### config.mk
export PLATFORM = sky130hd
export DESIGN_NAME = sio_bus_loader
export DESIGN_NICKNAME = d
export VERILOG_FILES = /design/src/rtl/sio_bus_loader_pkg.sv /design/src/rtl/sio_bus_loader_cycle.sv /design/src/rtl/sio_bus_loader.sv
export SDC_FILE = /design/constraint.sdc
export NUM_CORES = 1
export LEC_CHECK = 0
export CORE_MARGIN = 1.5
export CORE_UTILIZATION = 40
export CTS_BUF_LIST = sky130_fd_sc_hd__clkbuf_8
export DETAILED_ROUTE_END_ITERATION = 12
export DONT_BUFFER_PORTS = 1
export GPL_ROUTABILITY_DRIVEN = 0
export PLACE_DENSITY = 0.61
export SLEW_MARGIN = 10
export SYNTH_ARGS = -nofsm -noshare
export SYNTH_HDL_FRONTEND = slang
export SYNTH_SLANG_ARGS = --single-unit
### constraint.sdc
create_clock -name clk -period 3.1 [get_ports clk]
set_input_delay 0.62 -clock clk [delete_from_list [all_inputs] [get_ports clk]]
set_output_delay 0.62 -clock clk [all_outputs]
set_load 0.02 [all_outputs]
### src/rtl/sio_bus_loader_pkg.sv
`default_nettype none
// +--------------------------------------------------------------------------+
// | sio_bus_loader_pkg                                                       |
// | Opcodes, response defaults and FSM state type for the serial bus loader. |
// | Revision: 1.0                                                            |
// +--------------------------------------------------------------------------+
package sio_bus_loader_pkg;

  localparam logic [7:0] OP_WRITE = 8'h57;
  localparam logic [7:0] OP_READ  = 8'h52;
  localparam logic [7:0] OP_GO    = 8'h47;
  localparam logic [7:0] OP_HALT  = 8'h48;

  localparam logic [7:0] ACK_DEFAULT = 8'h4B;
  localparam logic [7:0] NAK_DEFAULT = 8'h3F;

  typedef enum logic [2:0] {
    S_IDLE  = 3'd0,
    S_HDR   = 3'd1,
    S_WDATA = 3'd2,
    S_WBUS  = 3'd3,
    S_RBUS  = 3'd4,
    S_RSEND = 3'd5,
    S_RESP  = 3'd6,
    S_RUN   = 3'd7
  } state_t;

endpackage
`default_nettype wire

### src/rtl/sio_bus_loader_cycle.sv
`default_nettype none
// +--------------------------------------------------------------------------+
// | sio_bus_loader_cycle                                                     |
// | Drives one mreq+rd/wr window of BUS_CYCLES clocks per start pulse and    |
// | returns a one-clock done with the byte sampled on the last read clock.   |
// | Revision: 1.0                                                            |
// +--------------------------------------------------------------------------+
module sio_bus_loader_cycle #(
  parameter int BUS_CYCLES = 2
) (
  input  logic       clk,
  input  logic       rst,
  input  logic       start,
  input  logic       is_read,
  input  logic [7:0] din,
  output logic       mreq,
  output logic       rd,
  output logic       wr,
  output logic       done,
  output logic [7:0] rdata
);

  localparam int CW = (BUS_CYCLES > 1) ? $clog2(BUS_CYCLES) : 1;

  logic [CW-1:0] cnt;

  always_ff @(posedge clk) begin
    if (rst) begin
      mreq  <= 1'b0;
      rd    <= 1'b0;
      wr    <= 1'b0;
      done  <= 1'b0;
      rdata <= 8'h00;
      cnt   <= '0;
    end else begin
      done <= 1'b0;
      if (mreq) begin
        if (cnt == CW'(BUS_CYCLES - 1)) begin
          mreq <= 1'b0;
          rd   <= 1'b0;
          wr   <= 1'b0;
          done <= 1'b1;
          if (rd) rdata <= din;
        end else begin
          cnt <= cnt + CW'(1);
        end
      end else if (start) begin
        mreq <= 1'b1;
        rd   <= is_read;
        wr   <= ~is_read;
        cnt  <= '0;
      end
    end
  end

endmodule
`default_nettype wire

### src/rtl/sio_bus_loader.sv
`default_nettype none
// +--------------------------------------------------------------------------+
// | sio_bus_loader                                                           |
// | SIO-driven memory bus initiator holding the CPU in reset while loading.  |
// | Option: SIO_BUS_LOADER_CHECKSUM_EN adds a data sum byte before the ACK.  |
// | Revision: 1.0                                                            |
// +--------------------------------------------------------------------------+
module sio_bus_loader
  import sio_bus_loader_pkg::*;
#(
  parameter int         BUS_CYCLES = 2,
  parameter logic [7:0] ACK_BYTE   = ACK_DEFAULT,
  parameter logic [7:0] NAK_BYTE   = NAK_DEFAULT
) (
  input  logic        clk,
  input  logic        rst,
  input  logic [7:0]  rx_data,
  input  logic        rx_valid,
  output logic [7:0]  tx_data,
  output logic        tx_valid,
  input  logic        tx_ready,
  output logic [15:0] adr,
  output logic        mreq,
  output logic        rd,
  output logic        wr,
  output logic [7:0]  bus_dout,
  input  logic [7:0]  bus_din,
  output logic        cpu_hold,
  output logic        overrun
);

  state_t      state, next_state;
  logic [7:0]  opcode;
  logic [1:0]  hdr_cnt;
  logic [15:0] adr_q, len;
  logic [7:0]  dout_q;
  logic        go_pending, launched, start, tx_hs;
  logic        cyc_mreq, cyc_rd, cyc_wr, cyc_done;
  logic [7:0]  cyc_rdata;
  logic        chk_pending;
  logic [7:0]  data_resp;

  assign tx_hs = tx_valid & tx_ready;

  sio_bus_loader_cycle #(.BUS_CYCLES(BUS_CYCLES)) u_cycle (
    .clk     (clk),
    .rst     (rst),
    .start   (start),
    .is_read (state == S_RBUS),
    .din     (bus_din),
    .mreq    (cyc_mreq),
    .rd      (cyc_rd),
    .wr      (cyc_wr),
    .done    (cyc_done),
    .rdata   (cyc_rdata)
  );

  // Bus is released (all zero) whenever the CPU runs.
  assign adr      = cpu_hold ? adr_q : 16'h0000;
  assign bus_dout = cpu_hold ? dout_q : 8'h00;
  assign mreq     = cpu_hold & cyc_mreq;
  assign rd       = cpu_hold & cyc_rd;
  assign wr       = cpu_hold & cyc_wr;

  always_comb begin
    next_state = state;
    start      = 1'b0;
    case (state)
      S_IDLE:
        if (rx_valid)
          next_state = (rx_data == OP_WRITE || rx_data == OP_READ) ? S_HDR : S_RESP;
      S_HDR:
        if (rx_valid && hdr_cnt == 2'd3) begin
          if ({len[15:8], rx_data} == 16'd0) next_state = S_RESP;
          else if (opcode == OP_WRITE)       next_state = S_WDATA;
          else                               next_state = S_RBUS;
        end
      S_WDATA: if (rx_valid) next_state = S_WBUS;
      S_WBUS: begin
        start = ~launched;
        if (cyc_done) next_state = (len == 16'd1) ? S_RESP : S_WDATA;
      end
      S_RBUS: begin
        start = ~launched;
        if (cyc_done) next_state = S_RSEND;
      end
      S_RSEND: if (tx_hs) next_state = (len == 16'd1) ? S_RESP : S_RBUS;
      S_RESP:  if (tx_hs && !chk_pending) next_state = go_pending ? S_RUN : S_IDLE;
      S_RUN:   if (rx_valid && rx_data == OP_HALT) next_state = S_RESP;
      default: next_state = S_IDLE;
    endcase
  end

  always_ff @(posedge clk) begin
    if (rst) begin
      state      <= S_IDLE;
      opcode     <= 8'h00;
      hdr_cnt    <= 2'd0;
      adr_q      <= 16'h0000;
      len        <= 16'h0000;
      dout_q     <= 8'h00;
      go_pending <= 1'b0;
      launched   <= 1'b0;
      tx_valid   <= 1'b0;
      tx_data    <= 8'h00;
      cpu_hold   <= 1'b1;
      overrun    <= 1'b0;
    end else begin
      state <= next_state;
      if (rx_valid && (state == S_WBUS || state == S_RBUS ||
                       state == S_RSEND || state == S_RESP))
        overrun <= 1'b1;
      if (start)         launched <= 1'b1;
      else if (cyc_done) launched <= 1'b0;

      case (state)
        S_IDLE:
          if (rx_valid) begin
            opcode     <= rx_data;
            hdr_cnt    <= 2'd0;
            go_pending <= (rx_data == OP_GO);
            if (rx_data != OP_WRITE && rx_data != OP_READ) begin
              tx_valid <= 1'b1;
              tx_data  <= (rx_data == OP_GO) ? ACK_BYTE : NAK_BYTE;
            end
          end
        S_HDR:
          if (rx_valid) begin
            hdr_cnt <= hdr_cnt + 2'd1;
            case (hdr_cnt)
              2'd0: adr_q[15:8] <= rx_data;
              2'd1: adr_q[7:0]  <= rx_data;
              2'd2: len[15:8]   <= rx_data;
              default: begin
                len[7:0] <= rx_data;
                if ({len[15:8], rx_data} == 16'd0) begin
                  tx_valid <= 1'b1;
                  tx_data  <= ACK_BYTE;
                end
              end
            endcase
          end
        S_WDATA: if (rx_valid) dout_q <= rx_data;
        S_WBUS:
          if (cyc_done) begin
            adr_q <= adr_q + 16'd1;
            len   <= len - 16'd1;
            if (len == 16'd1) begin
              tx_valid <= 1'b1;
              tx_data  <= data_resp;
            end
          end
        S_RBUS:
          if (cyc_done) begin
            tx_valid <= 1'b1;
            tx_data  <= cyc_rdata;
          end
        S_RSEND:
          if (tx_hs) begin
            adr_q <= adr_q + 16'd1;
            len   <= len - 16'd1;
            if (len == 16'd1) tx_data <= data_resp;
            else              tx_valid <= 1'b0;
          end
        S_RESP:
          if (tx_hs) begin
            if (chk_pending) begin
              tx_data <= ACK_BYTE;
            end else begin
              tx_valid <= 1'b0;
              if (go_pending) cpu_hold <= 1'b0;
            end
          end
        S_RUN:
          if (rx_valid && rx_data == OP_HALT) begin
            cpu_hold   <= 1'b1;
            go_pending <= 1'b0;
            tx_valid   <= 1'b1;
            tx_data    <= ACK_BYTE;
          end
        default: ;
      endcase
    end
  end

`ifdef SIO_BUS_LOADER_CHECKSUM_EN
  logic [7:0] sum;

  always_ff @(posedge clk) begin
    if (rst) begin
      sum         <= 8'h00;
      chk_pending <= 1'b0;
    end else begin
      if (state == S_IDLE && rx_valid)       sum <= 8'h00;
      else if (state == S_WDATA && rx_valid) sum <= sum + rx_data;
      else if (state == S_RBUS && cyc_done)  sum <= sum + cyc_rdata;
      // Only data-carrying commands end in WBUS/RSEND, so only they get a sum byte.
      if (next_state == S_RESP && (state == S_WBUS || state == S_RSEND))
        chk_pending <= 1'b1;
      else if (state == S_RESP && tx_hs)
        chk_pending <= 1'b0;
    end
  end

  assign data_resp = sum;
`else
  assign chk_pending = 1'b0;
  assign data_resp   = ACK_BYTE;
`endif

endmodule
`default_nettype wire

* Word level (Yosys, flattened, before mapping)
Index checks and enable logic that the tools add are counted.
** Operators by class
- Reductions and logical operators :: 36
- Add/subtract/negate cells :: 4
- Multiplexer cells :: 78
- Bitwise gates (word level) :: 7
- Eq/ne operators :: 37
** Operators with widths (count)
- $mux 8 :: 15
- $mux 16 :: 7
- $pmux 16 s3 :: 2
- $pmux 8 s6 :: 1
- $eq 8x7->1 const B :: 5
- $mux 3 :: 13
- $ne 2x2->1 const B :: 18
- $mux 1 :: 31
- $pmux 3 s8 :: 1
- $reduce_and 5->1 :: 4
- $add 16x1->16 const B :: 1
- $eq 16x1->1 const B :: 1
- $logic_not 16->1 :: 1
- $ne 8x7->1 const B :: 2
- $sub 16x1->16 const B :: 1
- $reduce_and 13->1 :: 1
- $eq 3x3->1 const B :: 4
- $reduce_and 10->1 :: 1
- $reduce_bool 2->1 :: 5
- $reduce_and 3->1 :: 3
- $reduce_and 8->1 :: 1
- $mux 7 :: 1
- $pmux 1 s7 :: 1
- $reduce_bool 7->1 :: 1
- other kinds (22) :: 41
** Word-level totals
- Input bits :: 20
- Output and inout bits :: 38
- Register bits :: 79
- Logic and storage cells :: 182

* Logic depth before layout (Yosys ltp)
Gate-level depths: netlist of run 1.
- Depth in word-level cells :: 5
- Depth in mapped cells :: 9
- Depth with buffers taken out :: 7

* Modules after synthesis
A second synthesis of run 1 with hierarchy kept.
** Second synthesis, totals
- Cell total of the unflattened synthesis :: 567
- Area total of the unflattened synthesis :: 4425.5 µm²
** By module, submodules not included
- sio_bus_loader :: area an instance 3860.0 µm², sequential area each 1321.3 µm², cells each 511, times used 1
- sio_bus_loader_cycle :: area an instance 565.5 µm², sequential area each 260.2 µm², cells each 56, times used 1

* Worst setup path after synthesis of run 1
OpenSTA, ideal clock, no wires.
- Path type :: input -> register
- Start point :: input port rx_data[1]
- End point :: register tx_valid
- Path buffers :: 1
- Stages :: 6
- Arrival :: 1930 ps
- Setup time :: 130 ps
- Setup slack :: 1040 ps
- Required time :: 2970 ps
- Path through :: buf_2 > nor4_2 > a41oi_2 > a221oi_2 > and4b_1 > nor3_2
** Between the ends
- Word-level cells in the longest chain between the ends :: 4
** Ends and longest elaborated chain
- from (decl) :: RTL line sio_bus_loader.sv:17 : input logic [7:0] rx_data,
- $eq 8x7->1 or $ne 8x7->1 (tied branches) :: RTL line sio_bus_loader.sv:175, sio_bus_loader.sv:122
- $logic_and 1x1->1 (on tied branches) :: RTL line sio_bus_loader.sv:175, sio_bus_loader.sv:122
- $ne 2x2->1 (no line)
- $reduce_and 13->1 (no line) *
- to (signal assigned) :: RTL line sio_bus_loader.sv:163 : else tx_valid <= 1'b0;
- to (signal assigned) :: RTL line sio_bus_loader.sv:170 : tx_valid <= 1'b0;
- to (signal assigned) :: RTL line sio_bus_loader.sv:178 : tx_valid <= 1'b1;
- to (decl) :: RTL line sio_bus_loader.sv:20 : output logic tx_valid,
Every way passes the cells marked *; elsewhere a longest branch is shown, timed or not.
A chain may end at the register's enable or synchronous reset.

* Final worst setup path of run 1
- Start point :: register cpu_hold
- End point :: output port adr[8]
** Between the ends
- Word-level cells in the longest chain between the ends :: 1
** Ends and longest elaborated chain
- from (decl) :: RTL line sio_bus_loader.sv:28 : output logic cpu_hold,
- from (signal assigned) :: RTL line sio_bus_loader.sv:106 : cpu_hold <= 1'b1;
- from (signal assigned) :: RTL line sio_bus_loader.sv:171 : if (go_pending) cpu_hold <= 1'b0;
- from (signal assigned) :: RTL line sio_bus_loader.sv:176 : cpu_hold <= 1'b1;
- $mux 16 :: RTL line sio_bus_loader.sv:59 : assign adr = cpu_hold ? adr_q : 16'h0000;
- to (decl) :: RTL line sio_bus_loader.sv:22 : output logic [15:0] adr,
No other way between the ends.

==> metrics.md, run 1 <==
| Metric | Value |
|---|---|
| Total core area | `0.0113 mm^2` |
| Total vias in the final route | `4114` |
| CP arrival | `1.64 ns` |
| Post-synthesis instance area | `0.00461 mm^2` |
| Endpoints failing setup | `0` |
| Worst VDD drop | `0.000502 V` |
| DR pass1 iterations | `5` |
| Critical Path Start | `cpu_hold` |
| Flip-flop and latch count after synthesis | `79` |
| WL final | `12.1 mm` |
| Min-Delay Startpoint | `rst` |
| Nets | `roughly 580` |
| Number of global-route vias before repair | `3775` |
| Initial Util | `40.7%` |
| Die H | `110 um` |
| Cts repair resizes | `0` |
| RSZ-0062 raised after global routing | `false` |
| Worst-case clock buffer depth | `2` |
| Post-CTS setup buffers | `0` |
| Row Count | `39` |
| CTS Hold Bufs | `0` |
| Worst hold stages | `1` |
| Multi-input gate area | `0.00279 mm^2` |
| Die ar. | `0.0122 mm^2` |
| H-tree levels | `3` |
| CP bufs+invs | `0` |
| Final antenna-violating net count | `0` |
| Cells along the critical path | `and2_1` |
| Register area | `0.00158 mm^2` |
| # clock sinks | `79` |
| Synth async-reset ratio | `0%` |
| Dpl hpwl | `8.28 mm` |
| Fillers | `1148` |
| Buffers on Ports | `0` |
| Residual DRC | `0` |
| Maxcap violations | `0` |
| Top Ports | `58` |
| Levels on crit path | `1` |
| Delay-heaviest family, CP | `flip-flops` |
| FF-to-FF path depth | `5` |
| Clock Skews | `0.00989 ns` |
| First-pass GRT wire length | `19.5 mm` |
| Average size of a mapped cell | `8.02 um^2` |
| Crit start category | `flip-flop` |
| Initial antenna violation count | `0` |
| Routed len/inst | `17.3 um` |
| Crit-path slowest cell | `dfxtp_1` |
| Critical R2R Launch | `state[0]` |
| Gr ovfl total | `0` |
| Seq/Total Area, Yosys | `34.3%` |
| Setup tns final | `0 ns` |
| Status | `finished, final reports clean` |
| Clk_lat worst skew | `0.37 ns` |
| Synthesis-to-finish area growth | `5.18%` |
| Post-synth top flop | `dfxtp_1` |
| Root buf cell | `clkbuf_8` |
| Final hold violation count | `0` |
| Total power | `4.32 mW` |
| Routed vias/inst | `5.87` |
| Setup CP Type | `flip-flop to output pin` |
| Slowest stage delay, CP | `roughly 0.90 ns` |
| WP data required | `2.48 ns` |
| EDFF count, synth | `0` |
| Worst-margin pin slew | `0.875 ns` |
| Pwr Density | `a little under 900 mW/mm^2` |
| Clk slew on worst S/H paths | `0.08 ns` |
| Final Critical Period | `2.26 ns` |
| Worst Setup End Kind | `output pin` |
| Leakage | `1.71 nW` |
| GRT Total Usage | `20.8%` |
| Syn Inst Count | `575` |
| Yosys warnings | `0` |
| Distinct cells, synth | `70` |
| Period utilization | `about 73%` |
| CTS Buf Count | `9` |
| Mapped Nets | `approximately 600` |
| Worst Hold Class | `primary input to flip-flop` |
| Slew margin rel. | `41.6%` |
| Crit Path Max Fanout | `29` |
| Final slew viol count | `0` |
| Number of DRC markers in iteration 0 | `~400` |
| Antenna fix cells | `0` |
| Die Wd | `110 um` |
| Share of cells above drive strength 1 | `8.24%` |
| CTS tree | `done` |
| Highest Clock Rate | `0.443 GHz` |
| Largest net degree at the start of global routing | `86` |
[cell usage after synthesis (5+ instances only)]
| cell | n | share of area, % |
|---|---|---|
| nand2b_1 | 14 | 1.9 |
| clkbuf_1 | 18 | 1.5 |
| inv_1 | 11 | 0.90 |
| o21a_1 | 5 | 0.81 |
| and3_1 | 8 | 1.1 |
| o22ai_1 | 6 | 0.81 |
| dfxtp_1 | 79 | 34 |
| nand2_1 | 54 | 4.4 |
| a31oi_1 | 5 | 0.68 |
| buf_2 | 16 | 1.7 |
| nor4_1 | 5 | 0.68 |
| nor3b_1 | 7 | 1.1 |
| a21oi_1 | 49 | 5.3 |
| o21ai_0 | 42 | 4.6 |
| mux2i_1 | 22 | 4.8 |
| ha_1 | 8 | 2.2 |
| nor3_1 | 14 | 1.5 |
| a211oi_1 | 12 | 2.0 |
| nand4_1 | 11 | 1.5 |
| and2_1 | 34 | 4.6 |
| nor2_1 | 54 | 4.4 |
| nand3_1 | 16 | 1.7 |
[final cells by class]
type	count	area share [%]
multi-input combinational	444	57.6
sequential	79	32.6
tap	143	3.69
clock buffer	9	2.55
clock inverter	7	1.50
timing repair buffer	7	1.08
inverter	12	0.929
[worst register-to-register path, delay by kind of cell, from the launching register on]
kind | cells | cell delay (ns)
DFF | 1 | 0.53
buffers and inverters | 1 | 0.25
AOI/OAI and AO/OA | 1 | 0.17
and+or+nand+nor | 3 | 1.17
[layout by cell type, fill, tap and decap left out, types with 3 or more instances in the layout]
master	instances
dfxtp_1	79
nor2_1	54
nand2_1	54
a21oi_1	49
o21ai_0	42
and2_1	34
mux2i_1	22
nand3_1	16
nor3_1	14
nand2b_1	14
a211oi_1	12
inv_1	12
nand4_1	11
clkbuf_8	9
and3_1	8
ha_1	8
nor3b_1	7
buf_4	7
o22ai_1	6
o21a_1	5
a31oi_1	5
nor4_1	5
a21o_1	4
a22oi_1	4
and4_1	4
nor4b_1	4
a31o_2	4
a311oi_1	4
or3_1	3
o211ai_1	3
o21bai_1	3
nor2b_1	3
[per-stage QoR]
step | setup slack [ns] | cells | util (%) | instance area [um^2] | hold slack (ns)
2_1_floorplan | 1.04 | 575 | - | 4610 | 0.431
3_3_place_gp | 0.974 | 685 | 41.1 | 4650 | 0.432
3_5_place_dp | 0.946 | 685 | 41.1 | 4650 | 0.439
4_1_cts | 0.770 | 701 | 42.8 | 4850 | 0.300
5_1_grt | 0.670 | 701 | 42.8 | 4850 | 0.286
6_report | 0.843 | 701 | 42.8 | 4850 | 0.318
[kinds of logic after synthesis]
logic type,Yosys count,synth area share [%]
compound gates,162,22.9
fa+ha+maj,8,2.17
flops,79,34.3
buf+inv,52,5.08
simple gates,250,30.2
mux,22,4.78
xor+xnor,2,0.543
[final timing paths]
check	end	slack, ns
setup reg to reg	adr_q[15]	0.90
hold reg to reg	opcode[1]	0.45
hold / removal	u_cycle.rdata[3]	0.32
setup / recovery	adr[8]	0.84
[per-layer routing]
layer	up-vias	GRT usage, %	wire, um
met3	13	5.35	742
met2	117	34.3	5840
li1	2040	-	-
met4	0	6.87	195
met5	-	0	0
met1	1944	26.4	5360
[power by group]
group | leakage, nW | internal (mW) | switching (mW)
clock network | 0.101 | 0.375 | 0.414
registers | 0.642 | 1.22 | 0.252
logic | 0.969 | 0.759 | 1.30
total | 1.71 | 2.36 | 1.96
[flip-flops by register name, indices dropped and copies added, names as in the netlist, 2 cells and up]
signal and cells:
len 16, opcode 8, adr_q 16, hdr_cnt 2, dout_q 8, tx_data 8, state 3, u_cycle.rdata 8
(Power assumes the default switching activity.)
==> inputs of run 2 (changes only) <==
--- a/config.mk
+++ b/config.mk
@@ -11,7 +11,7 @@
 export DETAILED_ROUTE_END_ITERATION = 12
 export DONT_BUFFER_PORTS = 1
 export GPL_ROUTABILITY_DRIVEN = 0
-export PLACE_DENSITY = 0.61
+export PLACE_DENSITY = 0.63
 export SLEW_MARGIN = 10
 export SYNTH_ARGS = -nofsm -noshare
 export SYNTH_HDL_FRONTEND = slang
==> constraint.sdc (replaced) <==
create_clock -name clk -period 1.8 [get_ports clk]
set_input_delay 0.36 -clock clk [delete_from_list [all_inputs] [get_ports clk]]
set_output_delay 0.36 -clock clk [all_outputs]
set_load 0.02 [all_outputs]
==> metrics.md, run 2 (synthesis results as in run 1) <==
| Metric | Value |
|---|---|
| Status | `finished, final reports clean` |
| Slowest stage delay, CP | `0.33 ns (-0.57 ns)` |
| Gr ovfl total | `0 (unchanged)` |
| # clock sinks | `79 (unchanged)` |
| Setup CP Type | `flip-flop to flip-flop` |
| Most used cell, CP | `buf_4` |
| WP data required | `2.09 ns (-0.39 ns)` |
| Row Count | `39 (unchanged)` |
| Final Critical Period | `1.74 ns` |
| Crit-path slowest cell | `dfxtp_2` |
| H-tree levels | `3 (unchanged)` |
| DP Cell Count | `736 (+7.4%)` |
| Routed vias/inst | `5.85 (-0.26%)` |
| Crit start category | `flip-flop` |
| Endpoints failing setup | `0 (unchanged)` |
| Buffers on Ports | `0 (unchanged)` |
| CTS Buf Count | `9 (unchanged)` |
| Critical Path Start | `len[1]` |
| Initial antenna violation count | `0 (unchanged)` |
| CTS tree | `done` |
| Fillers | `1104 (-3.8%)` |
| Clk_lat worst skew | `0.37 ns (about the same)` |
| WL final | `12.9 mm (+6.3%)` |
| CP endpoint | `tx_data[2]` |
| Highest Clock Rate | `0.574 GHz` |
| Residual DRC | `0 (unchanged)` |
| Worst-case clock buffer depth | `2 (unchanged)` |
| Number of DRC markers in iteration 0 | `282 (-30%)` |
| Commonest non-fill, non-tap cell in the layout | `dfxtp_1` |
| Total core area | `0.0113 mm^2 (unchanged)` |
| Clock Skews | `0.0108 ns (+0.000903 ns)` |
| Dpl hpwl | `8.98 mm (+8.4%)` |
| Non-filler cells, final | `757 (+8.0%)` |
| R2R Path End | `tx_data[2]` |
| Nets | `637 (+9.6%)` |
| Final antenna-violating net count | `0 (unchanged)` |
| Worst Hold Class | `primary input to flip-flop` |
| Die H | `110 um (unchanged)` |
| Final slew viol count | `0 (unchanged)` |
| Pwr Density | `1510 mW/mm^2 (+69%)` |
| Routed len/inst | `17.0 um (-1.6%)` |
| Cells along the critical path | `inv_2 > ha_4 > nor4b_4 > buf_4 > nand4_4 > a22oi_4 > buf_4 > a31oi_1 > nor3b_2` |
| Largest regs | `adr_q: 16 flops, len: 16 flops` |
| First-pass GRT wire length | `21.0 mm (+7.4%)` |
| Share of cells above drive strength 1 | `19.4% (+11 points)` |
| Worst Setup End Kind | `flip-flop` |
| Initial Util | `40.7% (unchanged)` |
| Worst-margin pin slew | `0.501 ns (-0.373 ns)` |
| Crit Path Max Fanout | `2 (-93%)` |
| Final hold violation count | `0 (unchanged)` |
| Worst VDD drop | `0.000664 V (+32%)` |
| RSZ-0062 raised after global routing | `true` |
| Die ar. | `0.0122 mm^2 (unchanged)` |
| CP arrival | `2.03 ns (+0.39 ns)` |
| Root buf cell | `clkbuf_8` |
| CP bufs+invs | `3 (+3)` |
| DR pass1 iterations | `5 (unchanged)` |
| Synthesis-to-finish area growth | `17.3%` |
| Antenna fix cells | `0 (unchanged)` |
| Die Wd | `110 um (unchanged)` |
| Clk slew on worst S/H paths | `0.08 ns (about the same)` |
| Slew margin rel. | `66.5% (+25 points)` |
| Most frequent cells in the layout | `73 x dfxtp_1, 58 x buf_4, 54 x nand2_1` |
| Largest net degree at the start of global routing | `86 (unchanged)` |
| Leakage | `2.02 nW (+18%)` |
| Number of global-route vias before repair | `4263 (+13%)` |
| FF-to-FF path depth | `9 (+4)` |
| Total vias in the final route | `4431 (+7.7%)` |
| Top Ports | `58 (unchanged)` |
| Critical R2R Launch | `len[1]` |
| Total power | `8.16 mW (+89%)` |
| GRT Total Usage | `22.3% (+1.5 points)` |
| PnR worst setup slack | `0.0571 ns (-0.786 ns)` |
| Maxcap violations | `0 (unchanged)` |
| Delay-heaviest family, CP | `simple AND/OR/NAND/NOR gates` |
| Levels on crit path | `9 (+8)` |
| CTS Hold Bufs | `0 (unchanged)` |
| Setup WS pre-CTS | `-0.169 ns (-1.11 ns)` |
| R2R setup slack | `0.06 ns (-0.84 ns)` |
| Period utilization | `between 90% and 100%` |
==> run 2: cell count changes in the layout (fill, tap and decap cells not counted), sizes merged <==
cell,change
buf,+56
bufinv,-1
clkinv,+1
clkinvlp,+1
inv,-1
==> run 2: stage by stage <==
stage	setup TNS [ns]	area, um^2	hold WS [ns]	utilization, %
after global placement	-0.0561	5060	0.432	44.7
after CTS	0	5320	0.0268	47.0
after floorplan	0	4610	0.431	-
after detailed placement	-1.03	5060	0.438	44.7
final	0	5410	0.0526	47.8
after global routing	-0.160	5410	0.0317	47.8
==> run 2: how the worst min path moves through the flow <==
stage	from	endpoint	slack (ns)	depth (start not counted)
2_1_floorplan	opcode[1]	opcode[1]	0.43	2
4_1_cts	rst	state[2]	0.03	1
3_3_place_gp	opcode[0]	opcode[0]	0.43	2
3_5_place_dp	rst	adr_q[15]	0.44	1
5_1_grt	rst	u_cycle.rdata[3]	0.03	1
6_report	rst	u_cycle.rdata[0]	0.05	1
==> run 2: cell type report <==
class                           instances  area [um^2]  share of cell area (%)
Clock buffer                            9          124                    2.29
Clock inverter                          7         50.0                   0.926
Inverter                               12         45.0                   0.833
Multi-Input combinational cell        444         2890                    53.5
Sequential cell                        79         1600                    29.5
Tap cell                              143          179                    3.31
Timing Repair Buffer                   63          518                    9.58
==> run 2: repair_timing <==
action | in CTS | in global routing
resized for setup | 11 | 19
gates cloned | 0 | 0
pin swaps | 5 | 6
setup endpoints to repair | 11 | 24
setup buffers | 3 | 2
==> run 2: report_power, final <==
part / switching, mW / internal [mW] / total, mW
logic: 2.47 / 1.93 / 4.40
clock network: 0.712 / 0.502 / 1.21
registers: 0.425 / 2.12 / 2.55
==> run 2: worst reg2reg max path, stage by stage, from the launching register on <==
cell     delay, ns
dfxtp_2       0.33
inv_2         0.07
ha_4          0.12
nor4b_4       0.18
buf_4         0.17
nand4_4       0.11
a22oi_4       0.25
buf_4         0.15
a31oi_1       0.10
nor3b_2       0.19
==> run 2: metal layers <==
layer	vias to the layer above	part of all wire, %	wire length, um	track usage, %
li1	2153	-	-	-
met1	2099	42	5370	26.2
met2	150	48	6250	37.5
met3	29	6.9	887	6.29
met4	0	3.0	386	10.5
met5	-	0	0	0
